`src/rtl/leaf_pkg.sv`:
```
// Shared definitions for the leaf output arbiter: packet field layout,
// controller state encoding, credit sizing and a packet-assembly helper.
package leaf_pkg;

   localparam int PKT_W           = 49;
   localparam int PAYLOAD_W       = 32;
   localparam int PKT_VLD_BIT     = 48;
   localparam int LEAF_LSB        = 43;
   localparam int LEAF_W          = 5;
   localparam int DPORT_LSB       = 39;
   localparam int DPORT_W         = 4;
   localparam int SEQ_LSB         = 32;
   localparam int SEQ_W           = 7;
   localparam int CREDIT_W        = 8;
   localparam int CREDIT_INIT_DEF = 64;

   typedef enum logic [1:0] {
      ST_IDLE  = 2'd0,
      ST_RUN   = 2'd1,
      ST_DRAIN = 2'd2,
      ST_HOLD  = 2'd3
   } state_t;

   function automatic logic [PKT_W-1:0] build_pkt(
      input logic [LEAF_W-1:0]    leaf,
      input logic [DPORT_W-1:0]   dport,
      input logic [SEQ_W-1:0]     seq,
      input logic [PAYLOAD_W-1:0] payload
   );
      logic [PKT_W-1:0] p;
      p                        = '0;
      p[PKT_VLD_BIT]           = 1'b1;
      p[LEAF_LSB +: LEAF_W]    = leaf;
      p[DPORT_LSB +: DPORT_W]  = dport;
      p[SEQ_LSB +: SEQ_W]      = seq;
      p[0 +: PAYLOAD_W]        = payload;
      return p;
   endfunction

endpackage

```
`src/rtl/rr_arbiter4.sv`:
```
// Four-request round-robin arbiter.
// Ports:
//   clk, rst_n  - clock, async active-low reset
//   en_i        - grant permitted this cycle
//   req_i[3:0]  - eligible requesters
//   gnt_o[3:0]  - one-hot grant (combinational)
//   gnt_idx_o   - index of the granted requester
// The search starts one above the last granted index and wraps; the pointer
// resets to 3 so requester 0 has first priority out of reset.
module rr_arbiter4 (
   input  logic       clk,
   input  logic       rst_n,
   input  logic       en_i,
   input  logic [3:0] req_i,
   output logic [3:0] gnt_o,
   output logic [1:0] gnt_idx_o
);

   logic [1:0] ptr_q;
   logic [1:0] ptr_d;
   logic [1:0] cand;
   logic       found;

   always_comb begin
      gnt_o = '0;
      ptr_d = ptr_q;
      cand  = '0;
      found = 1'b0;
      // k = 4 wraps back to ptr_q itself, i.e. the last-granted port is lowest priority
      for (int k = 1; k <= 4; k++) begin
         cand = ptr_q + 2'(k);
         if (!found && en_i && req_i[cand]) begin
            found        = 1'b1;
            gnt_o[cand]  = 1'b1;
            ptr_d        = cand;
         end
      end
   end

   assign gnt_idx_o = ptr_d;

   always_ff @(posedge clk or negedge rst_n) begin
      if (!rst_n) begin
         ptr_q <= 2'd3;
      end else begin
         ptr_q <= ptr_d;
      end
   end

endmodule

```
`src/rtl/leaf_out_arbiter.sv`:
```
// Leaf output arbiter: merges four user word streams into one BFT packet
// stream with per-port credits, sequence numbers and destination config.
// Ports:
//   clk, reset_n                    - clock, async active-low reset
//   ap_start, resend                - start pulse, link pause level
//   din_leaf_user2interface         - 4 user words, port 1 in the LSBs
//   vld_user2interface / ack_...    - per-port valid / one-hot accept strobe
//   cfg_we/cfg_port/cfg_leaf/cfg_dport - destination config write
//   cr_vld/cr_port/cr_amt           - credit return
//   dout_leaf_interface2bft/dout_vld/dout_rdy - packet output handshake
//
// state | meaning
// IDLE  | waiting for ap_start
// RUN   | arbitrating and issuing packets
// DRAIN | link paused, finishing the in-flight packet
// HOLD  | link paused, output empty, waiting for resend to drop
module leaf_out_arbiter
   import leaf_pkg::*;
#(
   parameter int PACKET_BITS   = PKT_W,
   parameter int PAYLOAD_BITS  = PAYLOAD_W,
   parameter int NUM_OUT_PORTS = 4,
   parameter int CREDIT_INIT   = CREDIT_INIT_DEF
) (
   input  logic                                  clk,
   input  logic                                  reset_n,
   input  logic                                  ap_start,
   input  logic                                  resend,
   input  logic [NUM_OUT_PORTS*PAYLOAD_BITS-1:0] din_leaf_user2interface,
   input  logic [NUM_OUT_PORTS-1:0]              vld_user2interface,
   output logic [NUM_OUT_PORTS-1:0]              ack_interface2user,
   input  logic                                  cfg_we,
   input  logic [1:0]                            cfg_port,
   input  logic [LEAF_W-1:0]                     cfg_leaf,
   input  logic [DPORT_W-1:0]                    cfg_dport,
   input  logic                                  cr_vld,
   input  logic [1:0]                            cr_port,
   input  logic [CREDIT_W-1:0]                   cr_amt,
   output logic [PACKET_BITS-1:0]                dout_leaf_interface2bft,
   output logic                                  dout_vld,
   input  logic                                  dout_rdy
);

   state_t                   state_q;
   logic                     vld_q;
   logic [PACKET_BITS-1:0]   dout_q;
   logic [SEQ_W-1:0]         seq_q    [4];
   logic [SEQ_W-1:0]         seq_d    [4];
   logic [CREDIT_W-1:0]      credit_q [4];
   logic [CREDIT_W-1:0]      credit_d [4];
   logic [LEAF_W-1:0]        leaf_q   [4];
   logic [DPORT_W-1:0]       dport_q  [4];
   logic [PAYLOAD_BITS-1:0]  word     [4];
   logic [3:0]               elig;
   logic [3:0]               gnt;
   logic [1:0]               gidx;
   logic                     grant_en;
   logic [PACKET_BITS-1:0]   pkt_d;
   logic [CREDIT_W:0]        csum [4];

   always_comb begin
      for (int i = 0; i < 4; i++) begin
         word[i] = din_leaf_user2interface[i*PAYLOAD_BITS +: PAYLOAD_BITS];
         elig[i] = vld_user2interface[i] && (credit_q[i] != '0);
      end
   end

   // A grant needs the output register free now, either empty or leaving this cycle.
   assign grant_en = (state_q == ST_RUN) && (!vld_q || dout_rdy);

   rr_arbiter4 u_rr (
      .clk       (clk),
      .rst_n     (reset_n),
      .en_i      (grant_en),
      .req_i     (elig),
      .gnt_o     (gnt),
      .gnt_idx_o (gidx)
   );

   // ack is the grant itself so a dout_rdy release can be answered in the same cycle.
   assign ack_interface2user = gnt;

   // Packet uses the config registers as they stand before any same-cycle write.
   assign pkt_d = build_pkt(leaf_q[gidx], dport_q[gidx], seq_q[gidx], word[gidx]);

   always_comb begin
      for (int i = 0; i < 4; i++) begin
         // 9-bit sum: credit is at least 1 whenever it is granted, so no underflow.
         csum[i] = {1'b0, credit_q[i]} - (CREDIT_W+1)'(gnt[i])
                 + ((cr_vld && cr_port == 2'(i)) ? {1'b0, cr_amt} : '0);
         credit_d[i] = csum[i][CREDIT_W] ? {CREDIT_W{1'b1}} : csum[i][CREDIT_W-1:0];
         if (cfg_we && cfg_port == 2'(i)) begin
            seq_d[i] = '0;
         end else if (gnt[i]) begin
            seq_d[i] = seq_q[i] + 1'b1;
         end else begin
            seq_d[i] = seq_q[i];
         end
      end
   end

   always_ff @(posedge clk or negedge reset_n) begin
      if (!reset_n) begin
         state_q <= ST_IDLE;
         vld_q   <= 1'b0;
         dout_q  <= '0;
         for (int i = 0; i < 4; i++) begin
            seq_q[i]    <= '0;
            credit_q[i] <= CREDIT_W'(CREDIT_INIT);
            leaf_q[i]   <= '0;
            dport_q[i]  <= '0;
         end
      end else begin
         case (state_q)
            ST_IDLE:  if (ap_start) state_q <= ST_RUN;
            ST_RUN:   if (resend)   state_q <= ST_DRAIN;
            ST_DRAIN: if (!vld_q)   state_q <= ST_HOLD;
            ST_HOLD:  if (!resend)  state_q <= ST_RUN;
            default:                state_q <= ST_IDLE;
         endcase

         if (|gnt) begin
            vld_q  <= 1'b1;
            dout_q <= pkt_d;
         end else if (vld_q && dout_rdy) begin
            vld_q  <= 1'b0;
            dout_q <= '0;
         end

         for (int i = 0; i < 4; i++) begin
            seq_q[i]    <= seq_d[i];
            credit_q[i] <= credit_d[i];
            if (cfg_we && cfg_port == 2'(i)) begin
               leaf_q[i]  <= cfg_leaf;
               dport_q[i] <= cfg_dport;
            end
         end
      end
   end

   assign dout_leaf_interface2bft = dout_q;
   assign dout_vld                = vld_q;

endmodule

```
`config.mk`:
```
export PLATFORM = sky130hd
export DESIGN_NAME = leaf_out_arbiter
export DESIGN_NICKNAME = d
export VERILOG_FILES = /design/src/rtl/leaf_pkg.sv /design/src/rtl/rr_arbiter4.sv /design/src/rtl/leaf_out_arbiter.sv
export SDC_FILE = /design/constraint.sdc
export NUM_CORES = 1
export LEC_CHECK = 0
export CAP_MARGIN = 20
export CORE_MARGIN = 4
export CORE_UTILIZATION = 52
export DETAILED_ROUTE_END_ITERATION = 7
export PLACE_DENSITY = 0.9
export SKIP_LAST_GASP = 1
export SYNTH_ARGS = -nofsm -noshare
export SYNTH_HDL_FRONTEND = slang
export SYNTH_SLANG_ARGS = --single-unit
```
`constraint.sdc`:
```
create_clock -name clk -period 6.2 [get_ports clk]
set_clock_uncertainty 0.15 [all_clocks]
set_input_delay 1.24 -clock clk [delete_from_list [all_inputs] [get_ports clk]]
set_output_delay 1.24 -clock clk [all_outputs]
set_load 0.02 [all_outputs]
```
==> impl_metrics.csv, run 1 <==
group,metric,value,unit
floorplan,die_area,21830,um2
synth,syn_inst,1017,
power,swShare,41.95,%
timing,setup_viol,0,
synth,synth.net_count,1260,
final_layout,drive_above_1_share,13.17,%
synth,yosys_warnings,0,
power,power.density,518.1,nW/um2
timing,final_max_slew_viol_count,0,
synth,synth_edf_count,0,
drt,ant_nets,0,
drt,dr.pass1.iters,5,
clock_tree,cts_tree,"built",
grt,grt_usage,25.52,%
hold_path,min_path_type,"reg2reg",
final_layout,final_nets,1475,
power,peakVddDrop,0.4839,mV
final_layout,ff_latch_area,3736,um2
synth,synth.avg_cell_area,9.985,um2
power,total_power,6.868,mW
drt,post-route-drc-count,0,
grt,grt_max_degree,89,
synth,synth.distinct_cells,52,
floorplan,rows,50,
clock_tree,clk_pin_slew,0.06,ns
worst_setup_path,crit_fanout,8,
final_layout,multiInputGateArea,5834,um2
synth,async_flop_share,100.0,%
placed_design,dpl.hpwl,20530,um
timing,max-slew-margin-rel,40.16,%
clock_tree,clkLatencyLatePin,0.43,ns
power,combPwrFrac,62.7,%
clock_tree,htreeDepth,4,
hold_path,hold-path-endpoint,"leaf_q[1]$_DFFE_PN0P_",
timing,setup_tns,0,ns
clock_tree,postCtsSetupBuffers,0,
synth,yosysMostFrequentCell,"mux2i_1",
synth,synth.top_cells.by_count,"146 x mux2i_1, 143 x dfrtp_1, 124 x inv_1",
floorplan,chipWidth,147.7,um
clock_tree,ctsHoldBuffers,0,
synth,ys.flop_type,"dfrtp_1",
grt,antenna_found_initial,2,
timing,rsz0062_at_grt,"false",
timing,post-route-period-util,92.33,%
synth,syn_area,10150,um2
placed_design,numPlacedInstances,1473,
grt,grt_pass1_vias,8721,
worst_setup_path,critPathCaptureType,"flip-flop",
power,p_leak,6.297,nW
floorplan,initial_core_util,53.57,%
floorplan,die_h,147.7,um
drt,vias_per_cell,5.528,
worst_setup_path,critPathKind,"in2reg",
synth,synth_area_leaders,"dfrtp_1 35%, mux2i_1 14%, ha_1 9.7%",
drt,wire_per_inst,18.41,um
drt,route.vias.total,8331,
worst_setup_path,cp.arrival,5.85,ns
placed_design,place.gp.congestion,0.8831,
final_layout,post-route-cell-area,13260,um2
worst_setup_path,regToRegEndpoint,"credit_q[7]$_DFF_PN0_",
worst_setup_path,cp_data_required_time,6.32,ns
worst_setup_path,timing.reg2reg.setup_slack,0.51,ns
synth,seq_area_frac_synth,36.79,%
timing,setup_ws,0.4752,ns
placed_design,dp_slack,0.09031,ns
placed_design,portBuffers,213,
hold_path,hp-start,"leaf_q[1]$_DFFE_PN0P_",
power,p_int,3.987,mW
power,p_switching,2.881,mW
placed_design,postPlaceCellArea,12640,um2
grt,grt_overflow,0,
clock_tree,postCtsResizedCells,0,
grt,grt_pass1_wl,44560,um
clock_tree,clock-sinks,149,
timing,clock.fmax,0.1747,GHz
hold_path,hold_depth,1,
clock_tree,numCtsBuffers,17,
status,outcome,"complete, no violations",
synth,yosys.area.top_type_share,35.24,%
final_layout,fillers,1332,
clock_tree,cts_root_buf,"clkbuf_16",
timing,fin_crit,5.725,ns
power,pwr-share-clk,15.2,%
floorplan,core,18960,um2
worst_setup_path,r2r-start,"u_rr.ptr_q[0]$_DFF_PN1_",
drt,drt-total-wl,27750,um
floorplan,ioPinCount,214,
worst_setup_path,r2r_cells,20,
final_layout,area_growth,30.54,%
timing,hold_viol_final,0,
drt,drt_first_iter_violations,449,
power,power_frac_seq,22.1,%
clock_tree,ctsLongestPathBuffers,2,
job,max_cap_viol_count,0,
worst_setup_path,start_kind,"input pin",
timing,tightest_slew,0.8976,ns
synth,ys_ff_latch,149,
final_layout,final_cells,1507,
synth,yosys.area.top_type,"dfrtp_1",
[per-stage QoR]
| step | util, % | hold WS (ns) |
|---|---|---|
| 2_1_floorplan | - | 0.3300 |
| 3_3_place_gp | 66.68 | 0.3381 |
| 3_5_place_dp | 66.68 | 0.3455 |
| 4_1_cts | 69.79 | 0.3594 |
| 5_1_grt | 69.93 | 0.3738 |
| 6_report | 69.93 | 0.3555 |
[routing by layer]
layer / vias to the layer above / share of wire [%] / routed length [um] / GRT usage, %
li1: 3932 / - / - / -
met1: 3995 / 40 / 11120 / 30.55
met2: 335 / 49 / 13720 / 44.35
met3: 69 / 7.1 / 1969 / 5.702
met4: 0 / 3.4 / 934 / 10.81
met5: - / 0 / 0 / 0
[cells in the final DEF, fill, tap and decap left out, types with 3 or more instances in the layout]
master / n
dfrtp_1: 143
nor2b_1: 9
o31ai_2: 4
o22ai_1: 12
buf_4: 17
inv_1: 124
a21boi_0: 16
inv_6: 4
o21bai_1: 4
nand2_1: 119
dfstp_2: 6
and3_1: 5
clkbuf_16: 17
nor4_1: 6
a211oi_1: 9
xnor2_1: 31
a21o_1: 4
clkdlybuf4s50_1: 212
o21ai_1: 3
or4_1: 6
xor2_1: 4
mux2_2: 86
a21oi_1: 21
a2111oi_0: 4
nor2_1: 43
mux2i_1: 146
ha_1: 79
fa_1: 4
nand3_1: 6
nor3b_2: 4
o21ai_0: 38
o211a_1: 4
nor3b_1: 11
clkinv_2: 3
[worst max-delay path, cell delays in order]
cell,delay [ns]
clkdlybuf4s50_1,0.52
a21bo_2,0.27
mux4_2,0.51
nor2_1,0.28
a32oi_1,0.29
nand2_1,0.19
ha_1,0.24
inv_1,0.06
ha_1,0.15
inv_1,0.05
fa_1,0.38
nor2b_1,0.16
o21ai_0,0.11
a21boi_0,0.25
o21ai_0,0.13
a21boi_0,0.24
o21ai_0,0.14
a21boi_1,0.43
o21ai_0,0.19
[logic make-up after synthesis]
group,after synthesis,synth area share (%)
AO/OA/AOI/OAI,137,9.130
XOR/XNOR,36,3.105
adder cells (fa/ha/maj),83,10.52
buffers and inverters,160,6.272
flip-flops,149,36.79
multiplexers,234,24.37
AND/OR/NAND/NOR,218,9.808
[worst max-delay path by stage]
stage | start | endpoint | depth (start not counted)
2_1_floorplan | vld_user2interface[2] | credit_q[1]$_DFF_PN0_ | 18
5_1_grt | u_rr.ptr_q[0]$_DFF_PN1_ | credit_q[7]$_DFF_PN0_ | 20
4_1_cts | u_rr.ptr_q[0]$_DFF_PN1_ | credit_q[17]$_DFF_PN0_ | 20
3_3_place_gp | vld_user2interface[2] | credit_q[5]$_DFF_PN0_ | 19
3_5_place_dp | vld_user2interface[2] | credit_q[15]$_DFF_PN0_ | 19
6_report | vld_user2interface[2] | credit_q[7]$_DFF_PN0_ | 19
[sequential cells by signal (all words and copies together) (netlist names)]
signal / count
dout_leaf_interface2bft: 48
credit_q: 32
seq_q: 28
leaf_q: 20
dport_q: 16
state_q: 2
u_rr.ptr_q: 2
dout_vld: 1
[area by class of cell]
cell class,instances,share of cell area (%)
clock inverter,13,1.104
clock buffer,19,3.341
inverter,124,3.511
tap,260,2.454
timing repair buffer,232,17.36
antenna,2,0.03775
multi-input combinational,708,44.01
sequential,149,28.18
[power groups by stage]
| stage | registers [mW] | logic (mW) | clock network (mW) |
|---|---|---|---|
| 2_1_floorplan | 1.63 | 3.00 | 0 |
| 3_3_place_gp | 1.51 | 4.15 | 0 |
| 3_5_place_dp | 1.53 | 4.27 | 0 |
| 4_1_cts | 1.52 | 4.31 | 1.05 |
| 5_1_grt | 1.56 | 4.68 | 1.09 |
| 6_report | 1.52 | 4.31 | 1.04 |
No activity file was read; power rests on OpenSTA's default activity.
==> run 2: changes to the inputs <==
--- a/config.mk
+++ b/config.mk
@@ -6,10 +6,10 @@
 export NUM_CORES = 1
 export LEC_CHECK = 0
 export CAP_MARGIN = 20
-export CORE_MARGIN = 4
+export CORE_MARGIN = 10
 export CORE_UTILIZATION = 52
 export DETAILED_ROUTE_END_ITERATION = 7
-export PLACE_DENSITY = 0.9
+export PLACE_DENSITY = 0.81
 export SKIP_LAST_GASP = 1
 export SYNTH_ARGS = -nofsm -noshare
 export SYNTH_HDL_FRONTEND = slang
==> impl_metrics.csv, run 2 (same netlist as run 1, synthesis figures left out) <==
group,metric,value,unit
worst_setup_path,cp.arrival,5.80,ns
placed_design,place.gp.congestion,0.8747,
placed_design,dpl.hpwl,21160,um
final_layout,final_nets,1470,
worst_setup_path,critPathCaptureType,"flip-flop",
drt,route.vias.total,8047,
timing,fin_crit,5.673,ns
drt,dr.pass1.iters,4,
clock_tree,ctsHoldBuffers,0,
grt,use_met2,36.83,%
timing,clock.fmax,0.1763,GHz
power,power.density,511.0,nW/um2
worst_setup_path,r2r-start,"u_rr.ptr_q[0]$_DFF_PN1_",
floorplan,die_h,159.7,um
grt,grt_max_degree,101,
grt,grt_pass1_wl,44690,um
final_layout,layout_commonest_cell,"clkdlybuf4s50_1",
grt,antenna_found_initial,0,
final_layout,diodes,0,
worst_setup_path,crit_path_frequent_cell,"o21ai_0",
final_layout,fillers,1537,
final_layout,mostFrequentLayoutCells,"212 x clkdlybuf4s50_1, 146 x mux2i_1, 143 x dfrtp_1",
clock_tree,clk_pin_slew,0.06,ns
timing,post-route-period-util,91.49,%
grt,grtUsageMet3,4.010,%
drt,vias_per_cell,5.347,
final_layout,area_growth,29.85,%
timing,max-slew-margin-rel,34.41,%
drt,drt_first_iter_violations,436,
drt,post-route-drc-count,0,
timing,setup_tns,0,ns
clock_tree,postCtsResizedCells,0,
clock_tree,cts_tree,"built",
timing,hold_viol_final,0,
final_layout,largest_reg_flops,48,
timing,final_max_slew_viol_count,0,
worst_setup_path,cp_cell_sequence,"clkdlybuf4s50_1 -> a21bo_2 -> a221oi_2 -> nor3b_1 -> o31ai_2 -> nand2_2 -> ha_1 -> inv_1 -> ha_1 -> inv_1 -> fa_1 -> nor2b_1 -> o21ai_0 -> a21boi_0 -> o21ai_0 -> a21boi_0 -> o21ai_0 -> nor3b_1 -> o21ai_0",
clock_tree,ctsLongestPathBuffers,2,
timing,holdWs,0.3543,ns
worst_setup_path,timing.critical_path.from,"vld_user2interface[2]",
job,max_cap_viol_count,0,
timing,tightest_slew,0.9804,ns
floorplan,rows,51,
clock_tree,clock-sinks,149,
worst_setup_path,cp_data_required_time,6.33,ns
timing,rsz0062_at_grt,"false",
drt,drt-total-wl,27750,um
grt,grt_overflow,0,
status,outcome,"complete, no violations",
power,peakVddDrop,0.6116,mV
worst_setup_path,critPathKind,"in2reg",
floorplan,ioPinCount,214,
floorplan,die_area,25520,um2
floorplan,chipWidth,159.7,um
grt,grt_pass1_vias,8265,
clock_tree,clkLatencyLatePin,0.43,ns
drt,ant_nets,0,
grt,busiest_layer,"met2",
final_layout,drive_above_1_share,12.58,%
worst_setup_path,start_kind,"input pin",
grt,met1_usage,27.92,%
clock_tree,numCtsBuffers,17,
hold_path,min_path_type,"reg2reg",
clock_tree,htreeDepth,4,
worst_setup_path,path_delay_family,"compound AO/OA/AOI/OAI gates",
clock_tree,cts_root_buf,"clkbuf_16",
floorplan,initial_core_util,52.52,%
worst_setup_path,crit_fanout,8,
power,p_leak,6.251,nW
worst_setup_path,crit_buf_inv,3,
floorplan,core,19330,um2
placed_design,portBuffers,213,
hold_path,hp-start,"dport_q[0]$_DFFE_PN0P_",
worst_setup_path,worst_path_max_delay_cell,"nor3b_1",
grt,grt_usage,21.77,%
timing,setup_viol,0,
drt,wire_per_inst,18.44,um
worst_setup_path,crit_path_max_incr_delay,0.68,ns
clock_tree,postCtsSetupBuffers,0,
## run 2: layout make-up
| type | count | area (um2) | area share, % |
|---|---|---|---|
| Sequential cell | 149 | 3736 | 28.33 |
| Timing Repair Buffer | 227 | 2263 | 17.16 |
| Tap cell | 265 | 331.6 | 2.514 |
| Clock buffer | 17 | 425.4 | 3.226 |
| Multi-Input combinational cell | 708 | 5814 | 44.09 |
| Clock inverter | 15 | 150.1 | 1.139 |
| Inverter | 124 | 465.4 | 3.530 |
## run 2: worst register-to-register path, delay by kind of cell, from the launching register on
| family | cells | cell delay (ns) |
|---|---|---|
| AOI/OAI and AO/OA | 7 | 1.48 |
| adders and majority gates | 4 | 1.05 |
| DFF | 1 | 0.71 |
| and+or+nand+nor | 4 | 1.09 |
| buffers and inverters | 4 | 0.47 |
| muxes | 1 | 0.57 |
## run 2: per-layer routing
metal  vias up  share of wire (%)
met3        23                4.2
met2       235                 48
met5         -                  0
li1       3930                  -
met4         0                1.2
met1      3859                 46
## run 2: where the power goes
group,internal [mW],total (mW),leakage (nW),switching [mW]
registers,1.31,1.52,1.80,0.208
logic,2.03,4.22,4.17,2.19
clock network,0.562,1.00,0.277,0.441
## run 2: metrics by stage
stage	area, um2	instances	setup WS [ns]	power (mW)	utilization, %
2_1_floorplan	10150	1017	0.9347	4.625	-
5_1_grt	13190	1505	0.01090	7.256	68.20
3_5_place_dp	12610	1473	0.1726	5.770	65.22
6_report	13190	1505	0.5275	6.738	68.20
3_3_place_gp	12610	1473	0.3380	5.665	65.22
4_1_cts	13190	1505	0.6199	6.801	68.20
## run 2: worst paths after layout
path	end	slack [ns]	depth (start not counted)
setup / recovery	credit_q[23]$_DFF_PN0_	0.53	19
hold / removal	dport_q[0]$_DFFE_PN0P_	0.35	1
setup reg to reg	credit_q[23]$_DFF_PN0_	0.55	20
hold reg to reg	dport_q[0]$_DFFE_PN0P_	0.35	1
max in group asynchronous	dout_leaf_interface2bft[37]$_DFFE_PN0P_	3.96	2
min in group asynchronous	dout_leaf_interface2bft[0]$_DFFE_PN0P_	0.75	1
==> run 3: changes to the inputs <==
--- a/config.mk
+++ b/config.mk
@@ -6,10 +6,10 @@
 export NUM_CORES = 1
 export LEC_CHECK = 0
 export CAP_MARGIN = 20
+export CORE_ASPECT_RATIO = 2
 export CORE_MARGIN = 10
-export CORE_UTILIZATION = 52
+export CORE_UTILIZATION = 31
 export DETAILED_ROUTE_END_ITERATION = 7
-export PLACE_DENSITY = 0.81
 export SKIP_LAST_GASP = 1
 export SYNTH_ARGS = -nofsm -noshare
 export SYNTH_HDL_FRONTEND = slang
==> impl_metrics.csv, run 3 (same netlist as run 1, synthesis figures left out) <==
group,metric,value,unit
floorplan,core,32230,um2
clock_tree,ctsLongestPathBuffers,2,
grt,grt_pass1_wl,47730,um
placed_design,numPlacedInstances,1648,
floorplan,die_h,276.0,um
power,peakVddDrop,0.2567,mV
grt,grt_usage,14.99,%
final_layout,final_nets,1484,
final_layout,area_growth,33.34,%
final_layout,final_cells,1681,
floorplan,ioPinCount,214,
final_layout,post-route-cell-area,13540,um2
grt,grt_max_degree,55,
timing,post-route-period-util,91.94,%
timing,setup_viol,0,
floorplan,chipWidth,148.0,um
timing,tightest_slew,0.9430,ns
power,p_leak,6.341,nW
power,combPwrFrac,63.3,%
worst_setup_path,critPathKind,"in2reg",
drt,vias_per_cell,4.852,
power,pwr-share-clk,15.0,%
power,swShare,42.11,%
timing,fin_crit,5.700,ns
clock_tree,clkLatencyLatePin,0.44,ns
final_layout,mostFrequentLayoutCells,"212 x clkdlybuf4s50_1, 146 x mux2i_1, 143 x dfrtp_1",
floorplan,initial_core_util,31.50,%
timing,hold_viol_final,0,
placed_design,portBuffers,213,
clock_tree,clock-sinks,149,
worst_setup_path,cp.arrival,5.83,ns
worst_setup_path,cp_data_required_time,6.33,ns
power,power.density,511.0,nW/um2
final_layout,drive_above_1_share,13.73,%
drt,wire_per_inst,17.90,um
power,p_switching,2.914,mW
final_layout,layout_commonest_cell,"clkdlybuf4s50_1",
power,p_int,4.005,mW
clock_tree,clk_pin_slew,0.07,ns
job,max_cap_viol_count,0,
power,power_frac_seq,21.8,%
clock_tree,numCtsBuffers,17,
clock_tree,cts_tree,"built",
clock_tree,ctsHoldBuffers,0,
worst_setup_path,critPathCaptureType,"flip-flop",
placed_design,dpl.hpwl,23990,um
grt,antenna_found_initial,1,
placed_design,place.gp.congestion,0.8501,
worst_setup_path,crit_fanout,8,
timing,final_max_slew_viol_count,0,
drt,route.vias.total,8157,
timing,rsz0062_at_grt,"false",
grt,grt_pass1_vias,8696,
placed_design,postPlaceCellArea,12920,um2
drt,drt_first_iter_violations,292,
final_layout,largest_reg_flops,48,
drt,ant_nets,0,
clock_tree,cts_root_buf,"clkbuf_16",
drt,post-route-drc-count,0,
final_layout,fillers,3218,
timing,max-slew-margin-rel,37.14,%
worst_setup_path,start_kind,"input pin",
grt,grt_overflow,0,
timing,setup_tns,0,ns
drt,drt-total-wl,30080,um
clock_tree,htreeDepth,4,
hold_path,min_path_type,"reg2reg",
status,outcome,"complete, no violations",
floorplan,die_area,40840,um2
floorplan,rows,93,
timing,clock.fmax,0.1754,GHz
drt,dr.pass1.iters,6,
==> run 3: changes by cell type in the layout (fill, tap and decap cells not counted), sizes merged <==
cell and change:
buf +14, clkinvlp -1, diode +1, inv +2, clkbuf +1, clkinv -3
==> run 3: metrics by stage <==
step | power [mW] | worst slack (ns) | hold WS (ns) | util (%)
2_1_floorplan | 4.625 | 0.9347 | 0.3300 | -
3_3_place_gp | 5.904 | 0.09771 | 0.3380 | 40.10
3_5_place_dp | 5.981 | -0.1030 | 0.3447 | 40.10
4_1_cts | 7.056 | 0.3491 | 0.3594 | 41.89
5_1_grt | 7.503 | 0.07661 | 0.3670 | 42.01
6_report | 6.919 | 0.5000 | 0.3535 | 42.01
==> run 3: worst paths after layout <==
check                                                           to  cells after the start  slack, ns                    start
max                                         credit_q[15]$_DFF_PN0_                     19       0.50    vld_user2interface[2]
max reg2reg                                 credit_q[15]$_DFF_PN0_                     20       0.53  u_rr.ptr_q[0]$_DFF_PN1_
min                                         dport_q[3]$_DFFE_PN0P_                      1       0.35   dport_q[3]$_DFFE_PN0P_
min in group asynchronous  dout_leaf_interface2bft[40]$_DFFE_PN0P_                      1       0.59                  reset_n
max in group asynchronous  dout_leaf_interface2bft[17]$_DFFE_PN0P_                      2       4.22                  reset_n
min reg2reg                                 dport_q[3]$_DFFE_PN0P_                      1       0.35   dport_q[3]$_DFFE_PN0P_
==> run 3: critical path, stage by stage <==
cell and delay (ns):
clkdlybuf4s50_1 0.53, a21bo_2 0.28, a221oi_2 0.45, nor3b_1 0.11, o31ai_2 0.38, nand2_1 0.17, ha_1 0.31, inv_1 0.04
ha_1 0.18, inv_1 0.07, fa_1 0.18, nor2b_1 0.06, o21ai_0 0.19, a21boi_0 0.15, o21ai_0 0.25, a21boi_0 0.15
o21ai_0 0.22, nor3b_1 0.69, o21ai_0 0.18
==> run 3: final cells by class <==
| class | instances | area (um2) | area share (%) |
|---|---|---|---|
| Tap cell | 427 | 534.3 | 3.946 |
| Clock inverter | 13 | 140.1 | 1.035 |
| Antenna cell | 1 | 2.502 | 0.01848 |
| Clock buffer | 18 | 439.2 | 3.243 |
| Inverter | 124 | 465.4 | 3.437 |
| Sequential cell | 149 | 3736 | 27.59 |
| Timing Repair Buffer | 241 | 2394 | 17.68 |
| Multi-Input combinational cell | 708 | 5829 | 43.05 |
==> run 3: what timing repair did <==
| item | 4_1_cts | 5_1_grt |
|---|---|---|
| gates resized for setup | 0 | 3 |
| buffers inserted | 0 | 0 |
| endpoints found under the setup margin | 0 | 18 |
==> run 3: metal layers <==
metal  share of wire (%)  track usage [%]  vias up  routed length, um
met4                 3.5            6.784        0               1047
met1                  36            14.05     3974              10680
met5                   0                0        -                  0
li1                    -                -     3947                  -
met3                 3.8            3.564       46               1147
met2                  57            29.58      190              17200
==> run 3: power by group through the flow <==
stage,sequential (mW),clock (mW),combinational [mW]
final,1.51,1.04,4.38
after global routing,1.55,1.11,4.85
after global placement,1.52,0,4.39
after detailed placement,1.53,0,4.45
after CTS,1.51,1.07,4.47
after floorplan,1.63,0,3.00
